[src/rtl/ica_dca_sequencer.sv]
// ICA/DCA instruction fetch and decode engine for one display plane.
// Fetches ICA per field and DCA per line, then decodes the shared command set.
package ica_dca_pkg;
    typedef struct packed {
        logic cm;
        logic mf1;
        logic mf2;
        logic ft1;
        logic ft2;
        logic strobe;
    } display_parameters_s;
endpackage

module ica_dca_sequencer
    import ica_dca_pkg::*;
#(
    parameter int UNIT_INDEX = 0,
    parameter int ADDR_W = 22,
    parameter int BURST_WORDS = 4,
    parameter int DCA_INSTR = 16,
    parameter logic [ADDR_W-1:0] ODD_ICA_START = 'h400,
    parameter logic [ADDR_W-1:0] EVEN_ICA_START = 'h404
) (
    input  logic                clk,
    input  logic                reset,
    input  logic                field_start,
    input  logic                parity,
    input  logic                hblank,
    input  logic                dca_read,
    output logic [ADDR_W-1:0]   address,
    output logic                as,
    input  logic [15:0]         din,
    input  logic                burstdata_valid,
    input  logic                bus_ack,
    output logic [6:0]          register_adr,
    output logic [23:0]         register_data,
    output logic                register_write,
    output logic                reload_vsr,
    output logic [21:0]         vsr,
    output logic                irq,
    output display_parameters_s disp_params,
    output logic                dca_overrun
);

    localparam int IPB = BURST_WORDS / 2;
    localparam int LB  = $clog2(2 * BURST_WORDS);
    localparam int KW  = LB - 2;
    localparam int IB  = $clog2(IPB);
    localparam int IW  = $clog2(DCA_INSTR + IPB + 1);
    localparam int BCW = 6;

    // plane index carried for debug naming only
    localparam logic [31:0] UNIT_BITS = 32'(UNIT_INDEX);
    logic unused_unit;
    assign unused_unit = ^UNIT_BITS;

    typedef enum logic [2:0] {
        IDLE,
        ICA_RD_HI,
        ICA_RD_LO,
        ICA_ACK,
        ICA_GAP,
        DCA_RD_HI,
        DCA_RD_LO,
        DCA_ACK
    } state_t;

    state_t state, state_next;

    logic [ADDR_W-1:0] ica_pointer;
    logic [ADDR_W-1:0] dca_pointer;
    logic [ADDR_W-1:0] next_line_pointer;
    logic              ica_ended;
    logic              dca_active;
    logic              fs_pend;
    logic              dca_req;
    logic [15:0]       hi_word;
    logic [31:0]       instr;
    logic              exec;
    logic [IW-1:0]     idx;
    logic [KW-1:0]     skip;
    logic [BCW-1:0]    bursts_left;

    logic              take_fs;
    logic              start_ica;
    logic              start_dca;
    logic              next_burst;
    logic              line_end;

    logic [3:0]        op;
    logic              is_cmd;
    logic              dec_stop;
    logic              dca_live;
    logic              burst_last;
    logic              in_range;
    logic [ADDR_W-1:0] imm;

    assign op       = instr[31:28];
    assign imm      = instr[ADDR_W-1:0];
    assign is_cmd   = exec && !instr[31];
    assign dec_stop = is_cmd && (op == 4'd0 || op == 4'd3 || op == 4'd5);
    // a stop decoded this cycle already ends the line
    assign dca_live = dca_active && !dec_stop;

    assign burst_last = (idx[IB-1:0] == IB'(IPB - 1));
    assign in_range   = (int'(idx) >= int'(skip)) &&
                        (int'(idx) < int'(skip) + DCA_INSTR);

    assign register_adr   = instr[30:24];
    assign register_data  = instr[23:0];
    assign vsr            = instr[21:0];
    assign register_write = exec && instr[31];
    assign reload_vsr     = is_cmd &&
                            (op == 4'd5 || (op == 4'd4 && ica_ended));
    assign irq            = is_cmd && op == 4'd6;

    // state register
    always_ff @(posedge clk) begin
        if (reset) state <= IDLE;
        else       state <= state_next;
    end

    // next state and per-cycle control strobes
    always_comb begin
        state_next = state;
        take_fs    = 1'b0;
        start_ica  = 1'b0;
        start_dca  = 1'b0;
        next_burst = 1'b0;
        line_end   = 1'b0;
        unique case (state)
            IDLE: begin
                if (fs_pend || field_start) begin
                    take_fs = 1'b1;
                end else if (!ica_ended && !hblank) begin
                    start_ica  = 1'b1;
                    state_next = ICA_RD_HI;
                end else if (dca_read || dca_req) begin
                    start_dca  = 1'b1;
                    state_next = DCA_RD_HI;
                end
            end
            ICA_RD_HI: if (burstdata_valid) state_next = ICA_RD_LO;
            ICA_RD_LO: if (burstdata_valid) state_next = ICA_ACK;
            ICA_ACK:   if (bus_ack) state_next = ICA_GAP;
            ICA_GAP:   state_next = IDLE;
            DCA_RD_HI: if (burstdata_valid) state_next = DCA_RD_LO;
            DCA_RD_LO: begin
                if (burstdata_valid)
                    state_next = burst_last ? DCA_ACK : DCA_RD_HI;
            end
            DCA_ACK: begin
                if (bus_ack) begin
                    if (bursts_left > BCW'(1) && dca_live) begin
                        next_burst = 1'b1;
                        state_next = DCA_RD_HI;
                    end else begin
                        line_end   = 1'b1;
                        state_next = IDLE;
                    end
                end
            end
            default: state_next = IDLE;
        endcase
    end

    // bus, pointers, fetch datapath and command decode
    always_ff @(posedge clk) begin
        if (reset) begin
            address           <= '0;
            as                <= 1'b0;
            ica_pointer       <= parity ? ODD_ICA_START : EVEN_ICA_START;
            dca_pointer       <= '0;
            next_line_pointer <= '0;
            ica_ended         <= 1'b0;
            dca_active        <= 1'b0;
            fs_pend           <= 1'b0;
            dca_req           <= 1'b0;
            hi_word           <= '0;
            instr             <= '0;
            exec              <= 1'b0;
            idx               <= '0;
            skip              <= '0;
            bursts_left       <= '0;
            disp_params       <= '0;
            dca_overrun       <= 1'b0;
        end else begin
            exec               <= 1'b0;
            dca_overrun        <= 1'b0;
            disp_params.strobe <= 1'b0;

            if (take_fs)          fs_pend <= 1'b0;
            else if (field_start) fs_pend <= 1'b1;

            if (start_dca) begin
                dca_req <= 1'b0;
            end else if (dca_read) begin
                dca_req <= 1'b1;
                if (state != IDLE) dca_overrun <= 1'b1;
            end

            if (take_fs) begin
                ica_pointer <= parity ? ODD_ICA_START : EVEN_ICA_START;
                ica_ended   <= 1'b0;
                dca_active  <= 1'b0;
            end

            if (start_ica) begin
                as          <= 1'b1;
                address     <= ica_pointer;
                ica_pointer <= ica_pointer + ADDR_W'(4);
            end

            if (start_dca) begin
                as                <= 1'b1;
                address           <= {dca_pointer[ADDR_W-1:LB], LB'(0)};
                next_line_pointer <= dca_pointer + ADDR_W'(4 * DCA_INSTR);
                skip              <= dca_pointer[LB-1:2];
                idx               <= '0;
                bursts_left       <= BCW'(DCA_INSTR / IPB) +
                                     BCW'(dca_pointer[LB-1:2] != '0);
                dca_active        <= 1'b1;
            end

            if (state == ICA_ACK && bus_ack) as <= 1'b0;

            if (next_burst) begin
                address     <= address + ADDR_W'(2 * BURST_WORDS);
                bursts_left <= bursts_left - BCW'(1);
            end

            if (line_end) begin
                as          <= 1'b0;
                dca_pointer <= next_line_pointer;
            end

            if (burstdata_valid &&
                (state == ICA_RD_HI || state == DCA_RD_HI))
                hi_word <= din;

            if (burstdata_valid && state == ICA_RD_LO) begin
                instr <= {hi_word, din};
                exec  <= 1'b1;
            end

            if (burstdata_valid && state == DCA_RD_LO) begin
                idx <= idx + IW'(1);
                if (in_range && dca_live) begin
                    instr <= {hi_word, din};
                    exec  <= 1'b1;
                end
            end

            if (is_cmd) begin
                unique case (1'b1)
                    op == 4'd0: begin
                        ica_ended  <= 1'b1;
                        dca_active <= 1'b0;
                    end
                    op == 4'd2: begin
                        if (!ica_ended) dca_pointer <= imm;
                    end
                    op == 4'd3: begin
                        dca_pointer       <= imm;
                        next_line_pointer <= imm;
                        ica_ended         <= 1'b1;
                        dca_active        <= 1'b0;
                    end
                    op == 4'd4: ica_pointer <= imm;
                    op == 4'd5: begin
                        ica_ended  <= 1'b1;
                        dca_active <= 1'b0;
                    end
                    op == 4'd7: begin
                        if (instr[27]) begin
                            disp_params.cm     <= instr[4];
                            disp_params.mf1    <= instr[3];
                            disp_params.mf2    <= instr[2];
                            disp_params.ft1    <= instr[1];
                            disp_params.ft2    <= instr[0];
                            disp_params.strobe <= 1'b1;
                        end
                    end
                    default: ;
                endcase
            end
        end
    end

endmodule

[config.mk]
export PLATFORM = sky130hd
export DESIGN_NAME = ica_dca_sequencer
export DESIGN_NICKNAME = d
export VERILOG_FILES = /design/src/rtl/ica_dca_sequencer.sv
export SDC_FILE = /design/constraint.sdc
export NUM_CORES = 1
export LEC_CHECK = 0
export ABC_AREA = 1
export CAP_MARGIN = 30
export CELL_PAD_IN_SITES_DETAIL_PLACEMENT = 1
export CELL_PAD_IN_SITES_GLOBAL_PLACEMENT = 1
export CORE_MARGIN = 3
export CORE_UTILIZATION = 35
export CTS_CLUSTER_DIAMETER = 40
export DETAILED_ROUTE_END_ITERATION = 12
export GPL_ROUTABILITY_DRIVEN = 0
export PLACE_DENSITY = 0.7
export SLEW_MARGIN = 20
export SYNTH_ARGS = -nofsm -noshare
export SYNTH_HDL_FRONTEND = slang
export SYNTH_SLANG_ARGS = --single-unit
[constraint.sdc]
create_clock -name clk -period 3.3 [get_ports clk]
set_input_delay 0.66 -clock clk [delete_from_list [all_inputs] [get_ports clk]]
set_output_delay 0.66 -clock clk [all_outputs]
set_load 0.05 [all_outputs]
==> flow_metrics.env, run 1 <==
export IMPL_cts_sinks=160
export IMPL_rrSetupSlack_ns=0.92
export IMPL_gr_total_overflow=0
export IMPL_cts_tree="built"
export IMPL_clk_latency_ns=0.43
export IMPL_track_usage_pct=22.8
export IMPL_outcome="completed"
export IMPL_p_per_area_nw_per_um2=631
export IMPL_slowest_stage="clkdlybuf4s50_1"
export IMPL_path_cells="clkdlybuf4s50_1"
export IMPL_num_rows=58
export IMPL_path_max_fanout=6
export IMPL_multi_input_area_um2=4730
export IMPL_cts_max_level=4
export IMPL_drive_gt1_share_pct=7.44
export IMPL_path_buf_inv=1
export IMPL_slew_viol_final=0
export IMPL_vias_per_cell=5.24
export IMPL_cts_resized=0
export IMPL_slew_headroom_pct=51.7
export IMPL_wl_mm=32.1
export IMPL_r2r_cells=11
export IMPL_post_route_min_period_ns=2.53
export IMPL_nets=1442
export IMPL_hold_viol=0
export IMPL_ctsHoldBuffers=0
export IMPL_hold_depth=2
export IMPL_fin_crit_sh_pct=76.8
export IMPL_synth_seq_cells=160
export IMPL_post_cts_buffers=0
export IMPL_cap_violations=0
export IMPL_drt_first_pass_iters=5
export IMPL_avgSynthCellArea_um2=6.66
export IMPL_die_width_um=168
export IMPL_cts_root_buf="clkbuf_16"
export IMPL_hold_end="hi_word[2]"
export IMPL_min_path_type="flop to flop"
export IMPL_cts_buffer_depth=2
export IMPL_yosysWarnings=0
export IMPL_clk_pin_slew_ns=0.08
export IMPL_stdcell_count=1754
export IMPL_die_area_um2=28300
export IMPL_hpwl_mm=23.2
export IMPL_place_area_um2=10200
export IMPL_antenna_left=0
export IMPL_holdWs_ns=0.465
export IMPL_ios=110
export IMPL_fillers=3304
export IMPL_drt_iter0_drc=550
export IMPL_wl_per_cell_um=18.3
export IMPL_grt_pass1_wl_mm=51.9
export IMPL_dp_cells=1722
export IMPL_antennaDiodeCount=0
export IMPL_finalSetupViolCount=0
export IMPL_synth_cell_types=48
export IMPL_max_stage_delay_ns=0.88
export IMPL_syn2layout_area_growth_pct=16.5
export IMPL_drc=0
export IMPL_vias=9189
export IMPL_antenna_found_initial=0
export IMPL_max_freq_mhz=395
export IMPL_rsz0062_at_grt="no"
export IMPL_portBuffers=109
export IMPL_endpoint_kind="output port"
export IMPL_synth_flop_cell="dfxtp_1"
export IMPL_crit_required_ns=2.64
export IMPL_async_reset_ff_share_pct=0
export IMPL_syn_nets=1415
export IMPL_synth_edf_count=0
export IMPL_start_util_pct=36.1
export IMPL_min_delay_start="hi_word[2]"
export IMPL_cp_arrival_ns=1.87
export IMPL_regArea_um2=3200
export IMPL_syn_area_um2=9220
export IMPL_ir_drop_uv=314
export IMPL_yosysSeqAreaShare_pct=34.7
export IMPL_grt_max_degree=66
export IMPL_r2r_start="exec"
export IMPL_leakagePower_nw=4.38
export IMPL_core_um2=25500
export IMPL_cp_start_kind="flop"
export IMPL_numCtsBuffers=17
export IMPL_worstSetupPathType="flop to output port"
export IMPL_r2r_end="ica_pointer[9]"
export IMPL_cp_top_family="buffers and inverters"
export IMPL_final_area_um2=10700
export IMPL_grt_pass1_vias=9280
export IMPL_netlist_instances=1384
export IMPL_fin_setup_tns_ns=0
export IMPL_final_setup_skew_ns=0.0148
export IMPL_tightest_slew_ns=0.720
export IMPL_fp_dieH_um=168
## cells in the final DEF, fill, tap and decap left out, types with 3 or more instances in the layout
master,count
o22ai_1,4
nor4_1,5
buf_4,23
clkbuf_16,17
nand2_2,4
o221ai_1,5
nor3_2,3
nand4_1,16
a31oi_1,3
nor2_1,134
o21ai_0,60
o21ai_1,9
o211ai_1,25
nor2_4,3
a221oi_1,8
clkdlybuf4s50_1,106
a21oi_2,10
xor2_1,23
a21oi_1,122
clkinv_1,5
nor3_1,24
inv_2,6
or2_2,3
inv_6,6
nor2_2,4
a211oi_1,7
inv_1,134
xnor2_1,7
ha_1,7
nand3_1,83
dfxtp_1,160
nand2_1,355
inv_8,6
nand3_2,12
## power by group
part	leakage, nW	total [W]	switching (W)	internal (W)
clock network	0.284	0.00200	0.000971	0.00103
logic	2.80	0.00236	0.00166	0.000696
registers	1.30	0.00242	0.000279	0.00214
## metal layers
metal	track usage [%]	vias up	part of all wire (%)
li1	-	4513	-
met1	31.9	4419	48
met4	6.19	0	1.9
met2	36.4	217	45
met3	3.85	40	4.8
met5	0	-	0
## layout make-up
class	count	area share [%]
Timing Repair Buffer	131	11.9
Clock inverter	14	1.27
Multi-Input combinational cell	956	44.1
Tap cell	330	3.84
Inverter	145	5.07
Clock buffer	18	4.09
Sequential cell	160	29.8
## per-stage QoR
stage	power, W	util [%]	setup WS [ns]
floorplan	0.00414	-	0.813
global placement	0.00480	39.8	0.488
detailed placement	0.00482	39.8	0.366
CTS	0.00684	42.1	0.752
global route	0.00715	42.1	0.669
finish	0.00678	42.1	0.767
## Yosys cell counts (8+ instances only)
| cell type | instances | area (µm²) |
|---|---|---|
| buf_2 | 20 | 100 |
| a221oi_1 | 8 | 70.1 |
| o211ai_1 | 25 | 188 |
| o21ai_1 | 9 | 45.0 |
| nor3_1 | 24 | 120 |
| nand3_1 | 84 | 420 |
| clkbuf_1 | 31 | 116 |
| nor2_1 | 136 | 510 |
| o21ai_0 | 60 | 300 |
| dfxtp_1 | 160 | 3200 |
| nand4_1 | 16 | 100 |
| a21oi_1 | 122 | 611 |
| buf_4 | 58 | 435 |
| nand2_1 | 355 | 1330 |
| inv_1 | 135 | 507 |
| nand3_2 | 11 | 110 |
| a21oi_2 | 10 | 87.6 |
| xor2_1 | 23 | 201 |
## flip-flops by register name, indices dropped and copies added, names as in the netlist, 3 cells and up
name               cells
instr                 32
address               22
disp_params            6
state                  3
bursts_left            6
next_line_pointer     20
dca_pointer           20
idx                    5
ica_pointer           22
hi_word               16
## logic make-up after synthesis
kind of cell | share of synthesized area (%)
and+or+nand+nor | 30.5
buffers and inverters | 14.1
AOI/OAI and AO/OA | 16.9
DFF | 34.7
xor gates and xnor gates | 2.85
adders and majority gates | 0.950
## worst max-delay path by stage
stage                 from     endpoint  slack (ns)  cells after the start
2_1_floorplan         exec          irq        0.81                      6
3_3_place_gp   field_start  address[13]        0.49                      9
3_5_place_dp   field_start  address[19]        0.37                      9
4_1_cts           instr[2]       vsr[2]        0.75                      1
5_1_grt        field_start  address[19]        0.67                      9
6_report          instr[2]       vsr[2]        0.77                      1
(Power assumes the default switching activity.)
==> inputs of run 2 (changes only) <==
--- a/config.mk
+++ b/config.mk
@@ -14,7 +14,7 @@
 export CTS_CLUSTER_DIAMETER = 40
 export DETAILED_ROUTE_END_ITERATION = 12
 export GPL_ROUTABILITY_DRIVEN = 0
-export PLACE_DENSITY = 0.7
+export PLACE_DENSITY = 0.72
 export SLEW_MARGIN = 20
 export SYNTH_ARGS = -nofsm -noshare
 export SYNTH_HDL_FRONTEND = slang
==> constraint.sdc (replaced) <==
create_clock -name clk -period 2.05 [get_ports clk]
set_input_delay 0.41 -clock clk [delete_from_list [all_inputs] [get_ports clk]]
set_output_delay 0.41 -clock clk [all_outputs]
set_load 0.05 [all_outputs]
==> run 2 against run 1 <==
Against the previous run:
- cell count up 4.3%
- worst hold slack got worse by 0.11 ns
- power increased by 68%
- utilization rose by 3.0 points
- global-route usage up 0.36 points
- highest routed layer unchanged
==> flow_metrics.env, run 2 (synthesis results as in run 1) <==
export IMPL_slew_headroom_pct=56.3
export IMPL_p_per_area_nw_per_um2=990
export IMPL_gr_total_overflow=0
export IMPL_cp_arrival_ns=1.60
export IMPL_final_setup_skew_ns=0.00899
export IMPL_wl_mm=33.1
export IMPL_endpoint_kind="output port"
export IMPL_max_stage_delay_ns=0.81
export IMPL_grt_max_degree=49
export IMPL_num_rows=58
export IMPL_cts_tree="built"
export IMPL_hold_viol=0
export IMPL_top_register="instr"
export IMPL_largest_reg_flops=32
export IMPL_path_max_fanout=2
export IMPL_fp_dieH_um=168
export IMPL_nets=1517
export IMPL_drive_gt1_share_pct=17.4
export IMPL_cap_violations=0
export IMPL_die_area_um2=28300
export IMPL_fin_crit_sh_pct=98.3
export IMPL_layout_commonest_cell="nand2_1"
export IMPL_final_area_um2=11500
export IMPL_cts_max_level=4
export IMPL_track_usage_pct=23.1
export IMPL_post_route_util_pct=45.0
export IMPL_antenna_left=0
export IMPL_drt_first_pass_iters=4
export IMPL_die_width_um=168
export IMPL_tightest_slew_ns=0.651
export IMPL_ctsHoldBuffers=0
export IMPL_core_um2=25500
export IMPL_drt_iter0_drc=494
export IMPL_vias=9495
export IMPL_clk_latency_ns=0.45
export IMPL_place_area_um2=10700
export IMPL_max_freq_mhz=496
export IMPL_grt_pass1_vias=9694
export IMPL_start_util_pct=36.1
export IMPL_ios=110
export IMPL_clk_pin_slew_ns=0.07
export IMPL_finalSetupViolCount=0
export IMPL_post_route_min_period_ns=2.01
export IMPL_worstSetupPathType="flop to output port"
export IMPL_wl_per_cell_um=18.1
export IMPL_syn2layout_area_growth_pct=24.7
export IMPL_crit_required_ns=1.64
export IMPL_slowest_stage="clkdlybuf4s50_1"
export IMPL_top_regs="instr: 32 flops, address: 22 flops, ica_pointer: 22 flops"
export IMPL_fillers=3318
export IMPL_portBuffers=109
export IMPL_leakagePower_nw=5.18
export IMPL_ir_drop_uv=487
export IMPL_path_cells="clkdlybuf4s50_1"
export IMPL_cp_start_kind="flop"
export IMPL_drc=0
export IMPL_grt_pass1_wl_mm=52.9
export IMPL_antennaDiodeCount=0
export IMPL_final_cell_mix="nand2_1 (352), dfxtp_1 (147), nor2_1 (127)"
export IMPL_cts_buffer_depth=2
export IMPL_antenna_found_initial=0
export IMPL_cts_root_buf="clkbuf_16"
export IMPL_vias_per_cell=5.19
export IMPL_slew_viol_final=0
export IMPL_cp_top_family="buffers and inverters"
export IMPL_hpwl_mm=24.6
export IMPL_outcome="completed"
export IMPL_min_path_type="input pin to flop"
export IMPL_numCtsBuffers=17
export IMPL_path_buf_inv=1
export IMPL_cts_sinks=160
[run 2: changes by cell type in the layout (fill, tap and decap cells not counted), sizes merged]
cell	before	now
inv	152	148
bufinv	0	2
dlymetal6s2s	0	8
dlygate4sd2	0	30
clkdlybuf4s50	106	30
buf	25	138
clkinv	6	8
[run 2: path summary, 6_finish.rpt]
check	from	end	slack (ns)	depth (start not counted)
worst min register to register	hi_word[1]	hi_word[1]	0.46	2
worst min-delay path	reset	bursts_left[1]	0.35	2
worst max register to register	bursts_left[1]	bursts_left[0]	0.12	10
worst max-delay path	address[0]	address[0]	0.04	1
[run 2: cell type report]
cell class / count / area [µm²] / share of cell area [%]
Inverter: 145 / 549 / 4.78
Clock buffer: 18 / 439 / 3.82
Tap cell: 330 / 413 / 3.59
Timing Repair Buffer: 206 / 1870 / 16.3
Multi-Input combinational cell: 956 / 4830 / 42.0
Sequential cell: 160 / 3220 / 28.0
Clock inverter: 14 / 170 / 1.48
[run 2: layer usage]
layer | GRT usage (%) | part of all wire [%]
met3 | 3.15 | 4.2
met1 | 31.9 | 48
met5 | 0 | 0
met4 | 6.65 | 2.0
met2 | 37.9 | 46
[run 2: what timing repair did]
action                     4_1_cts  5_1_grt
cloned                           0        1
buffers inserted                 3        6
setup endpoints to repair       35       82
pin swaps                        3        7
resized for setup               41       53
[run 2: stage by stage]
stage / hold slack, ns / setup TNS (ns) / instances / total power, W / worst slack [ns]
detailed placement: 0.456 / -11.76 / 1787 / 0.00803 / -0.298
CTS: 0.334 / 0 / 1822 / 0.0114 / 0.00277
floorplan: 0.435 / 0 / 1384 / 0.00667 / 0.0550
global route: 0.377 / -0.0772 / 1829 / 0.0119 / -0.0292
global placement: 0.452 / -7.49 / 1787 / 0.00797 / -0.219
finish: 0.351 / 0 / 1829 / 0.0114 / 0.0356
[run 2: worst register-to-register path: cells and delay by family (launching register included)]
kind                     cells  cell delay (ns)
flip-flops                   1             0.34
AND/OR/NAND/NOR              1             0.14
adder cells (fa/ha/maj)      1             0.17
AO/OA/AOI/OAI                3             0.48
buffers and inverters        5             0.68
[run 2: power by group]
group	switching (W)	internal [W]	leakage (nW)	total, W
registers	0.000423	0.00346	1.30	0.00388
logic	0.00280	0.00128	3.58	0.00408
clock network	0.00153	0.00188	0.300	0.00341
